### src/rtl/cpu_ctrl_pkg.sv
// Shared definitions for the multi-cycle CPU control path: FSM state encoding,
// decoded instruction classes and the class-precedence order.
package cpu_ctrl_pkg;

  typedef enum logic [2:0] {
    ST_IDLE = 3'd0,
    ST_IF   = 3'd1,
    ST_ID   = 3'd2,
    ST_EX   = 3'd3,
    ST_MEM  = 3'd4,
    ST_WB   = 3'd5,
    ST_HALT = 3'd6,
    ST_ERR  = 3'd7
  } state_t;

  typedef enum logic [2:0] {
    CLS_NONE   = 3'd0,
    CLS_LOAD   = 3'd1,
    CLS_STORE  = 3'd2,
    CLS_ALUR   = 3'd3,
    CLS_ALUIMM = 3'd4,
    CLS_JUMP   = 3'd5,
    CLS_BRANCH = 3'd6
  } cls_t;

  // Bit positions inside the raw class vector; a higher index wins.
  localparam int CLS_VEC_W  = 6;
  localparam int CB_BRANCH  = 0;
  localparam int CB_JUMP    = 1;
  localparam int CB_ALUIMM  = 2;
  localparam int CB_ALUR    = 3;
  localparam int CB_STORE   = 4;
  localparam int CB_LOAD    = 5;

  function automatic cls_t pick_class(input logic [CLS_VEC_W-1:0] v);
    cls_t c;
    c = CLS_NONE;
    if (v[CB_LOAD])        c = CLS_LOAD;
    else if (v[CB_STORE])  c = CLS_STORE;
    else if (v[CB_ALUR])   c = CLS_ALUR;
    else if (v[CB_ALUIMM]) c = CLS_ALUIMM;
    else if (v[CB_JUMP])   c = CLS_JUMP;
    else if (v[CB_BRANCH]) c = CLS_BRANCH;
    return c;
  endfunction

endpackage

### src/rtl/mem_wait_timer.sv
// Counts cycles spent waiting on a memory request and flags the last
// allowed waiting cycle so the sequencer can give up on the next edge.
module mem_wait_timer #(
  parameter int MEM_TIMEOUT = 15,
  parameter int CNT_W       = 4
) (
  input  logic clk,
  input  logic rst,
  input  logic clr_i,
  input  logic en_i,
  output logic expired_o
);

  localparam logic [CNT_W-1:0] LAST_WAIT = CNT_W'(MEM_TIMEOUT - 1);

  logic [CNT_W-1:0] cnt_q;
  logic [CNT_W-1:0] cnt_d;

  always_comb begin
    cnt_d = cnt_q;
    if (clr_i)     cnt_d = '0;
    else if (en_i) cnt_d = cnt_q + 1'b1;
  end

  always_ff @(posedge clk or posedge rst) begin
    if (rst) cnt_q <= '0;
    else     cnt_q <= cnt_d;
  end

  // Asserted in the cycle whose increment would bring the count to MEM_TIMEOUT.
  assign expired_o = en_i && !clr_i && (cnt_q == LAST_WAIT);

endmodule

### src/rtl/mc_phase_ctrl.sv
// Multi-cycle IF/ID/EX/MEM/WB sequencer: stage enables, memory handshake,
// register-file write strobe, PC update and retired-instruction count.
module mc_phase_ctrl
  import cpu_ctrl_pkg::*;
#(
  parameter int MEM_TIMEOUT = 15,
  parameter int CNT_W       = 4
) (
  input  logic        clk,
  input  logic        rst,
  input  logic        run,
  input  logic        halt_req,
  input  logic        is_load,
  input  logic        is_store,
  input  logic        is_alur,
  input  logic        is_aluimm,
  input  logic        is_jump,
  input  logic        is_branch,
  input  logic        cond,
  input  logic        mem_ack,
  output logic        mem_req,
  output logic        mem_we,
  output logic        if_en,
  output logic        id_en,
  output logic        ex_en,
  output logic        mem_en,
  output logic        wb_en,
  output logic        rf_we,
  output logic        pc_we,
  output logic        pc_sel_target,
  output logic        busy,
  output logic        halted,
  output logic        err_timeout,
  output logic [31:0] instr_cnt
);

  state_t state_q, state_d;
  cls_t   cls_q, cls_d;
  cls_t   cls_ex;

  logic if_en_q, if_en_d;
  logic id_en_q, id_en_d;
  logic ex_en_q, ex_en_d;
  logic mem_en_q, mem_en_d;
  logic wb_en_q, wb_en_d;
  logic rf_we_q, rf_we_d;
  logic mem_we_q, mem_we_d;
  logic pc_we_q, pc_we_d;
  logic pc_sel_q, pc_sel_d;
  logic busy_q, busy_d;
  logic halted_q, halted_d;
  logic err_q, err_d;
  logic [31:0] instr_cnt_q, instr_cnt_d;

  logic in_wait;
  logic wait_clr;
  logic wait_en;
  logic wait_expired;
  logic boundary;

  assign in_wait  = (state_q == ST_IF) || (state_q == ST_MEM);
  assign wait_clr = !in_wait || mem_ack;
  assign wait_en  = in_wait && !mem_ack;

  mem_wait_timer #(
    .MEM_TIMEOUT (MEM_TIMEOUT),
    .CNT_W       (CNT_W)
  ) u_wait (
    .clk       (clk),
    .rst       (rst),
    .clr_i     (wait_clr),
    .en_i      (wait_en),
    .expired_o (wait_expired)
  );

  assign cls_ex = pick_class({is_load, is_store, is_alur, is_aluimm, is_jump, is_branch});

  always_comb begin
    state_d  = state_q;
    cls_d    = cls_q;
    if_en_d  = 1'b0;
    mem_en_d = 1'b0;
    pc_sel_d = 1'b0;
    boundary = 1'b0;

    unique case (state_q)
      ST_IDLE: if (run) state_d = ST_IF;
      ST_IF: begin
        // An ack in the expiring cycle still completes the fetch.
        if (mem_ack) begin
          if_en_d = 1'b1;
          state_d = ST_ID;
        end else if (wait_expired) begin
          state_d = ST_ERR;
        end
      end
      ST_ID: state_d = ST_EX;
      ST_EX: begin
        cls_d = cls_ex;
        case (cls_ex)
          CLS_LOAD, CLS_STORE:  state_d = ST_MEM;
          CLS_ALUR, CLS_ALUIMM: state_d = ST_WB;
          CLS_JUMP: begin
            boundary = 1'b1;
            pc_sel_d = 1'b1;
          end
          CLS_BRANCH: begin
            boundary = 1'b1;
            pc_sel_d = cond;
          end
          default: boundary = 1'b1;
        endcase
      end
      ST_MEM: begin
        if (mem_ack) begin
          mem_en_d = 1'b1;
          if (cls_q == CLS_LOAD) state_d = ST_WB;
          else                   boundary = 1'b1;
        end else if (wait_expired) begin
          state_d = ST_ERR;
        end
      end
      ST_WB:   boundary = 1'b1;
      ST_HALT: if (run && !halt_req) state_d = ST_IF;
      ST_ERR:  state_d = ST_ERR;
      default: state_d = ST_IDLE;
    endcase

    if (boundary) state_d = halt_req ? ST_HALT : ST_IF;
  end

  // State-aligned outputs are decoded from the next state so they are
  // registered yet high exactly while the FSM sits in the matching state.
  always_comb begin
    pc_we_d     = boundary;
    id_en_d     = (state_d == ST_ID);
    ex_en_d     = (state_d == ST_EX);
    wb_en_d     = (state_d == ST_WB);
    rf_we_d     = (state_d == ST_WB);
    mem_we_d    = (state_d == ST_MEM) && (cls_d == CLS_STORE);
    busy_d      = !((state_d == ST_IDLE) || (state_d == ST_HALT) || (state_d == ST_ERR));
    halted_d    = (state_d == ST_HALT);
    err_d       = err_q || (state_d == ST_ERR);
    instr_cnt_d = instr_cnt_q + {31'd0, boundary};
  end

  always_ff @(posedge clk or posedge rst) begin
    if (rst) begin
      state_q     <= ST_IDLE;
      cls_q       <= CLS_NONE;
      if_en_q     <= 1'b0;
      id_en_q     <= 1'b0;
      ex_en_q     <= 1'b0;
      mem_en_q    <= 1'b0;
      wb_en_q     <= 1'b0;
      rf_we_q     <= 1'b0;
      mem_we_q    <= 1'b0;
      pc_we_q     <= 1'b0;
      pc_sel_q    <= 1'b0;
      busy_q      <= 1'b0;
      halted_q    <= 1'b0;
      err_q       <= 1'b0;
      instr_cnt_q <= 32'd0;
    end else begin
      state_q     <= state_d;
      cls_q       <= cls_d;
      if_en_q     <= if_en_d;
      id_en_q     <= id_en_d;
      ex_en_q     <= ex_en_d;
      mem_en_q    <= mem_en_d;
      wb_en_q     <= wb_en_d;
      rf_we_q     <= rf_we_d;
      mem_we_q    <= mem_we_d;
      pc_we_q     <= pc_we_d;
      pc_sel_q    <= pc_sel_d;
      busy_q      <= busy_d;
      halted_q    <= halted_d;
      err_q       <= err_d;
      instr_cnt_q <= instr_cnt_d;
    end
  end

  // mem_req is the only output decoded directly from the current state.
  assign mem_req       = in_wait;
  assign mem_we        = mem_we_q;
  assign if_en         = if_en_q;
  assign id_en         = id_en_q;
  assign ex_en         = ex_en_q;
  assign mem_en        = mem_en_q;
  assign wb_en         = wb_en_q;
  assign rf_we         = rf_we_q;
  assign pc_we         = pc_we_q;
  assign pc_sel_target = pc_sel_q;
  assign busy          = busy_q;
  assign halted        = halted_q;
  assign err_timeout   = err_q;
  assign instr_cnt     = instr_cnt_q;

endmodule

### config.mk
export PLATFORM = sky130hd
export DESIGN_NAME = mc_phase_ctrl
export DESIGN_NICKNAME = d
export VERILOG_FILES = /design/src/rtl/cpu_ctrl_pkg.sv /design/src/rtl/mem_wait_timer.sv /design/src/rtl/mc_phase_ctrl.sv
export SDC_FILE = /design/constraint.sdc
export NUM_CORES = 1
export LEC_CHECK = 0
export ABC_AREA = 1
export CORE_AREA = 10 10 84 86
export CTS_CLUSTER_DIAMETER = 80
export DETAILED_ROUTE_END_ITERATION = 8
export DIE_AREA = 0 0 94 96
export PLACE_DENSITY = 0.79
export RECOVER_POWER = 50
export REMOVE_ABC_BUFFERS = 1
export SYNTH_ARGS = -nofsm -noshare
export SYNTH_HDL_FRONTEND = slang
export SYNTH_SLANG_ARGS = --single-unit
### constraint.sdc
create_clock -name clk -period 2.78 [get_ports clk]
set_input_delay 0.417 -clock clk [delete_from_list [all_inputs] [get_ports clk]]
set_output_delay 0.417 -clock clk [all_outputs]
set_load 0.01 [all_outputs]
==> results.toml, run 1 <==
[routing]
dr_wl_met3_um = 394
top_layer_used = "met4"
antenna_left = 0
wl_met2_um = 2966
routed_wl_um = 5757
via_per_inst = 4.863
firstDrtPassIters = 4
drc_errors = 0
via_count = 2052
drt_iter0_markers = 52
wl_per_cell_um = 13.64
drt-met1-wl_um = 2338

[cells_and_area]
stdcell_count = 422
nNetsFinal = 365
n_antenna_cell = 0
area_growth_pct = 29.07
final_area_um2 = 3495
multiInputGateArea_um2 = 1196
layout-drive-gt1-share = 0.1600
num-fill-cells = 455
regArea_um2 = 1326

[synth]
synth-edff-count = 0
ys_top_cells_by_area = "dfrtp_1 49%, xor2_1 6.8%, nand2_1 5.5%"
synth-seq-cells = 53
yosysMostFrequentCell = "dfrtp_1"
ys_async_sr_fraction = 1.000
ys.flop_type = "dfrtp_1"
synth_cell_types = 30
ys_seq_area_frac = 0.4898
syn_area_um2 = 2708
yosysWarnings = 0
syn_area_per_cell_um2 = 9.670
synth_common_cells = "53 x dfrtp_1, 40 x nand2_1, 34 x inv_1"
synthCells = 280
yosysTopAreaCell = "dfrtp_1"
synth_top_area_frac = 0.4898

[setup_path]
criticalPathCategory = "in -> reg"
cp-start-kind = "input pin"
critPathMaxStageDelay_ns = 0.43
cpMaxStageDelayCell = "clkdlybuf4s50_1"
end_kind = "flip-flop"
crit_path_frequent_cell = "nor2_2"
arrival_ns = 2.77
cp.required_ns = 3.00
path_max_fanout = 4
path_cells = "clkdlybuf4s50_1 -> nor2_2 -> nand3_1 -> nor2_2 -> nand3b_4 -> ha_1 -> ha_1 -> inv_1 -> nor2_4 -> nand2_4 -> nor2_4 -> nand2_4 -> inv_2 -> nand3_2 -> nor2_2 -> xor2_1"

[place]
place.gp.congestion = 0.8472
place_hpwl_um = 4613
placed_area_um2 = 3416
port_buffers = 56
preCtsSetupSlack_ns = -0.05503
numPlacedInstances = 414

[die]
die_x_um = 94
fp.coreArea_um2 = 5405
io_pins = 57
start_util = 0.5009
die_y_um = 96
rows = 27
die-area_um2 = 9024

[grt]
grt_pass1_wl_um = 9770
grt_pass1_vias = 2161
grt_usage = 0.1338
antenna_found_initial = 0
gr-total-overflow = 0
grt_max_degree = 28

[timing]
finalMaxSlewViolations = 0
clock_skew_ns = 0.008495
fin_ws_ns = 0.2316
finalSetupViolations = 0
worst_pin_slew_ns = 1.024
fin_crit_sh = 0.9167
hold_viol_final = 0
rsz0062_at_grt = "false"
min_period_ns = 2.548
slew_headroom = 0.3165
fmax_mhz = 392.4
worst_hold_slack_ns = 0.4687

[clock_tree]
clockBufferDepth = 2
clock_latency_ns = 0.30
h-tree-depth = 2
cts_setup_buffers = 0
cts_tree = "done"
root_buffer = "clkbuf_8"
cts_made_buffers = 5
clkSlewWorstSetupHoldPaths_ns = 0.10
cts_sinks = 53

[min_path]
min-delay-path-class = "reg -> reg"

[power]
powerDensity_nw_per_um2 = 684.3
max-vdd-ir-drop_uv = 369.8
cellLeakagePower_nw = 1.758

[outcome]
status = "complete, no violations"

[job]
cap_violations = 0
## logic make-up after synthesis
| group | synth area share |
|---|---|
| simple gates | 0.3018 |
| flops | 0.4898 |
| buf+inv | 0.06007 |
| xor+xnor | 0.1067 |
| compound gates | 0.02311 |
| fa+ha+maj | 0.01849 |
## worst max-delay path: cells and delay by family
kind | cells | cell delay, ns
XOR/XNOR | 1 | 0.17
adder cells (fa/ha/maj) | 2 | 0.38
buffers and inverters | 3 | 0.60
AND/OR/NAND/NOR | 10 | 1.20
## metrics by stage
stage	setup TNS, ns	total power, mW	utilization
floorplan	0	1.571	-
global route	0	2.575	0.6465
finish	0	2.391	0.6465
global placement	0	1.910	0.6319
detailed placement	-0.1167	1.929	0.6319
CTS	0	2.478	0.6542
## report_power, final
part | leakage [nW] | switching [mW] | internal, mW
registers | 0.699 | 0.121 | 0.900
logic | 1.00 | 0.462 | 0.368
clock network | 0.0574 | 0.247 | 0.293
## layout make-up
cell class	instances	share of cell area
multi-input cells	186	0.3423
inverters	39	0.04225
flip-flops and latches	53	0.3795
repair buffers	64	0.1758
clock buffers	6	0.02363
clock inverters	2	0.01074
well taps	72	0.02578
## path summary, 6_finish.rpt
kind,from,to,slack (ns),cells after the start
max in group asynchronous,rst,cls_q[1],0.76,3
min reg2reg,instr_cnt[31],instr_cnt[31],0.47,1
max reg2reg,state_q[1],instr_cnt[30],0.23,14
min,instr_cnt[31],instr_cnt[31],0.47,1
min in group asynchronous,rst,u_wait.cnt_q[0],0.80,2
max,is_store,instr_cnt[30],0.23,16
## per-layer routing
| layer | global-route usage | vias up |
|---|---|---|
| li1 | - | 1019 |
| met4 | 0.03924 | 0 |
| met2 | 0.2396 | 49 |
| met5 | 0 | - |
| met3 | 0.03735 | 8 |
| met1 | 0.1522 | 976 |
## sequential cells by signal, summed over array words and instances, names as in the netlist, 3 cells and up
name and flops:
state_q 3, cls_q 3, u_wait.cnt_q 4, instr_cnt 32
## timing repair
action | CTS | global route
hold buffers | 0 | 0
resized for setup | 0 | 1
endpoints found under the setup margin | 0 | 2
## layout by cell type (no fill, tap or decap), types with 2 or more instances in the layout
cell type / instances
nor3_1: 7
nor3_2: 2
ha_1: 4
clkdlybuf4s50_1: 50
nand4_1: 7
nor2_2: 6
nand2_1: 44
xor2_1: 21
xnor2_1: 12
dfrtp_1: 53
o21ai_0: 4
inv_1: 34
a21oi_1: 2
nor2_4: 6
nand3_1: 20
buf_4: 6
nor2_1: 24
clkbuf_8: 6
inv_2: 4
dlygate4sd3_1: 6
nand3_2: 5
nand3b_1: 2
nand2_2: 7
nand2_4: 5
Power figures use the tool's default switching activity.
==> inputs of run 2 (changes only) <==
MAX_ROUTING_LAYER = met4   (was unset)
REMOVE_ABC_BUFFERS = unset   (was 1)
SETUP_SLACK_MARGIN = 0.15   (was unset)
==> run 2 against run 1 <==
  * Sequential share of layout area is 0.068 points lower
  * Combinational power grew 0.7%
  * Non-clock buffer count increased by 2
  * Via count is 0.68% higher
  * Critical endpoint is now instr_cnt[26]
==> results.toml, run 2 (synthesis results as in run 1) <==
[clock_tree]
clkSlewWorstSetupHoldPaths_ns = 0.09
clockBufferDepth = 2
cts_made_buffers = 5
clock_latency_ns = 0.29
h-tree-depth = 2
cts_tree = "done"
root_buffer = "clkbuf_8"
cts_sinks = 53

[routing]
firstDrtPassIters = 5
drt-met1-wl_um = 2422
dr_wl_met3_um = 337
drt_iter0_markers = 32
top_layer_used = "met3"
via_count = 2066
wl_per_cell_um = 13.63
antenna_left = 0
routed_wl_um = 5766
wl_met2_um = 3007
drc_errors = 0
via_per_inst = 4.884

[power]
powerDensity_nw_per_um2 = 652.0
max-vdd-ir-drop_uv = 479.3
cellLeakagePower_nw = 1.772
finalPower_mw = 2.283

[place]
preCtsSetupSlack_ns = -0.06873
place_hpwl_um = 4512
port_buffers = 56
place.gp.congestion = 0.8669
placed_area_um2 = 3388

[setup_path]
arrival_ns = 2.69
r2r_slack_ns = 0.32
r2r_end = "instr_cnt[26]"
cp.required_ns = 3.00
cp-start-kind = "input pin"
r2r_cells = 16
end_kind = "flip-flop"
criticalPathCategory = "in -> reg"
r2r-start = "state_q[1]"
path_max_fanout = 4

[grt]
grt_usage = 0.1343
antenna_found_initial = 0
grt_pass1_vias = 2082
gr-total-overflow = 0
grt_max_degree = 54
grt_pass1_wl_um = 9542

[timing]
fin_crit_sh = 0.8913
finalSetupTns_ns = 0
fin_ws_ns = 0.3022
fmax_mhz = 403.6
worst_pin_slew_ns = 1.276
clock_skew_ns = 0.008452
rsz0062_at_grt = "false"
finalSetupViolations = 0
finalMaxSlewViolations = 0
slew_headroom = 0.1496
hold_viol_final = 0
min_period_ns = 2.478

[die]
io_pins = 57
die_y_um = 96
die-area_um2 = 9024
start_util = 0.5009
die_x_um = 94
fp.coreArea_um2 = 5405
rows = 27

[outcome]
status = "complete, no violations"

[cells_and_area]
mostFrequentLayoutCell = "dfrtp_1"
area_growth_pct = 29.30
nNetsFinal = 367
final_area_um2 = 3501
n_antenna_cell = 0
layout_common_cells = "53 x dfrtp_1, 48 x clkdlybuf4s50_1, 43 x nand2_1, 34 x inv_1, 23 x nor2_1"
largest_reg_flops = 32
layout-drive-gt1-share = 0.1709

[job]
cap_violations = 0

[synth]
synth_nets = 296

[min_path]
whs_path_depth = 1
min-delay-path-class = "reg -> reg"
hold_start = "instr_cnt[31]"
hold_end = "instr_cnt[31]"
[run 2: changes by cell type in the layout (fill, tap and decap cells not counted), moves of 2 or more]
cell | previous run | this run
buf_4 | 6 | 9
clkdlybuf4s50_1 | 50 | 48
dlymetal6s2s_1 | 0 | 2
ha_1 | 4 | 2
ha_2 | 0 | 2
[run 2: routing by layer]
metal | GRT usage | up-vias
met1 | 0.1518 | 993
met3 | 0.03813 | 0
met4 | 0.03038 | 0
li1 | - | 1025
met2 | 0.2316 | 48
met5 | - | -
[run 2: layout make-up]
| type | count | area (um2) |
|---|---|---|
| clock buffers | 7 | 86.33 |
| fillers | 463 | 1904 |
| inverters | 39 | 147.6 |
| multi-input cells | 186 | 1212 |
| flip-flops and latches | 53 | 1326 |
| well taps | 72 | 90.09 |
| repair buffers | 66 | 638.1 |
[run 2: worst max path at each step]
stage	endpoint	from	slack (ns)	cells past startpoint
2_1_floorplan	instr_cnt[28]	is_store	0.50	15
3_3_place_gp	instr_cnt[30]	is_store	0.06	16
4_1_cts	instr_cnt[26]	is_store	0.23	16
3_5_place_dp	instr_cnt[26]	is_store	-0.07	16
6_report	instr_cnt[26]	is_store	0.30	16
5_1_grt	instr_cnt[26]	state_q[1]	0.08	16
[run 2: metrics by stage]
step | std cells | hold slack [ns] | utilization
detailed placement | 412 | 0.4512 | 0.6269
finish | 423 | 0.4690 | 0.6477
floorplan | 280 | 0.4520 | -
CTS | 419 | 0.4724 | 0.6428
global route | 423 | 0.4861 | 0.6477
global placement | 412 | 0.4516 | 0.6269
[run 2: worst max-delay path, stage by stage]
cell and delay [ns]:
clkdlybuf4s50_1 0.44, nor2_2 0.14, nand3_2 0.11, nor2_4 0.12
nand3b_4 0.14, ha_2 0.19, ha_2 0.18, inv_1 0.07
nor2_4 0.11, nand2_4 0.08, nor2_4 0.13, nand2_4 0.08
inv_2 0.09, nand2_2 0.07, nor2_2 0.13, xor2_1 0.18
[run 2: power breakdown]
part           switching [mW]  internal (mW)  total, mW
registers               0.122          0.901       1.02
logic                   0.469          0.368      0.837
clock network           0.225          0.198      0.423
total                   0.816           1.47       2.28
[run 2: timing repair]
item	in CTS	in global routing
resized for setup	0	9
endpoints found under the setup margin	0	5
setup buffers	0	4
endpoints found under the hold margin	0	0
hold buffers	0	0
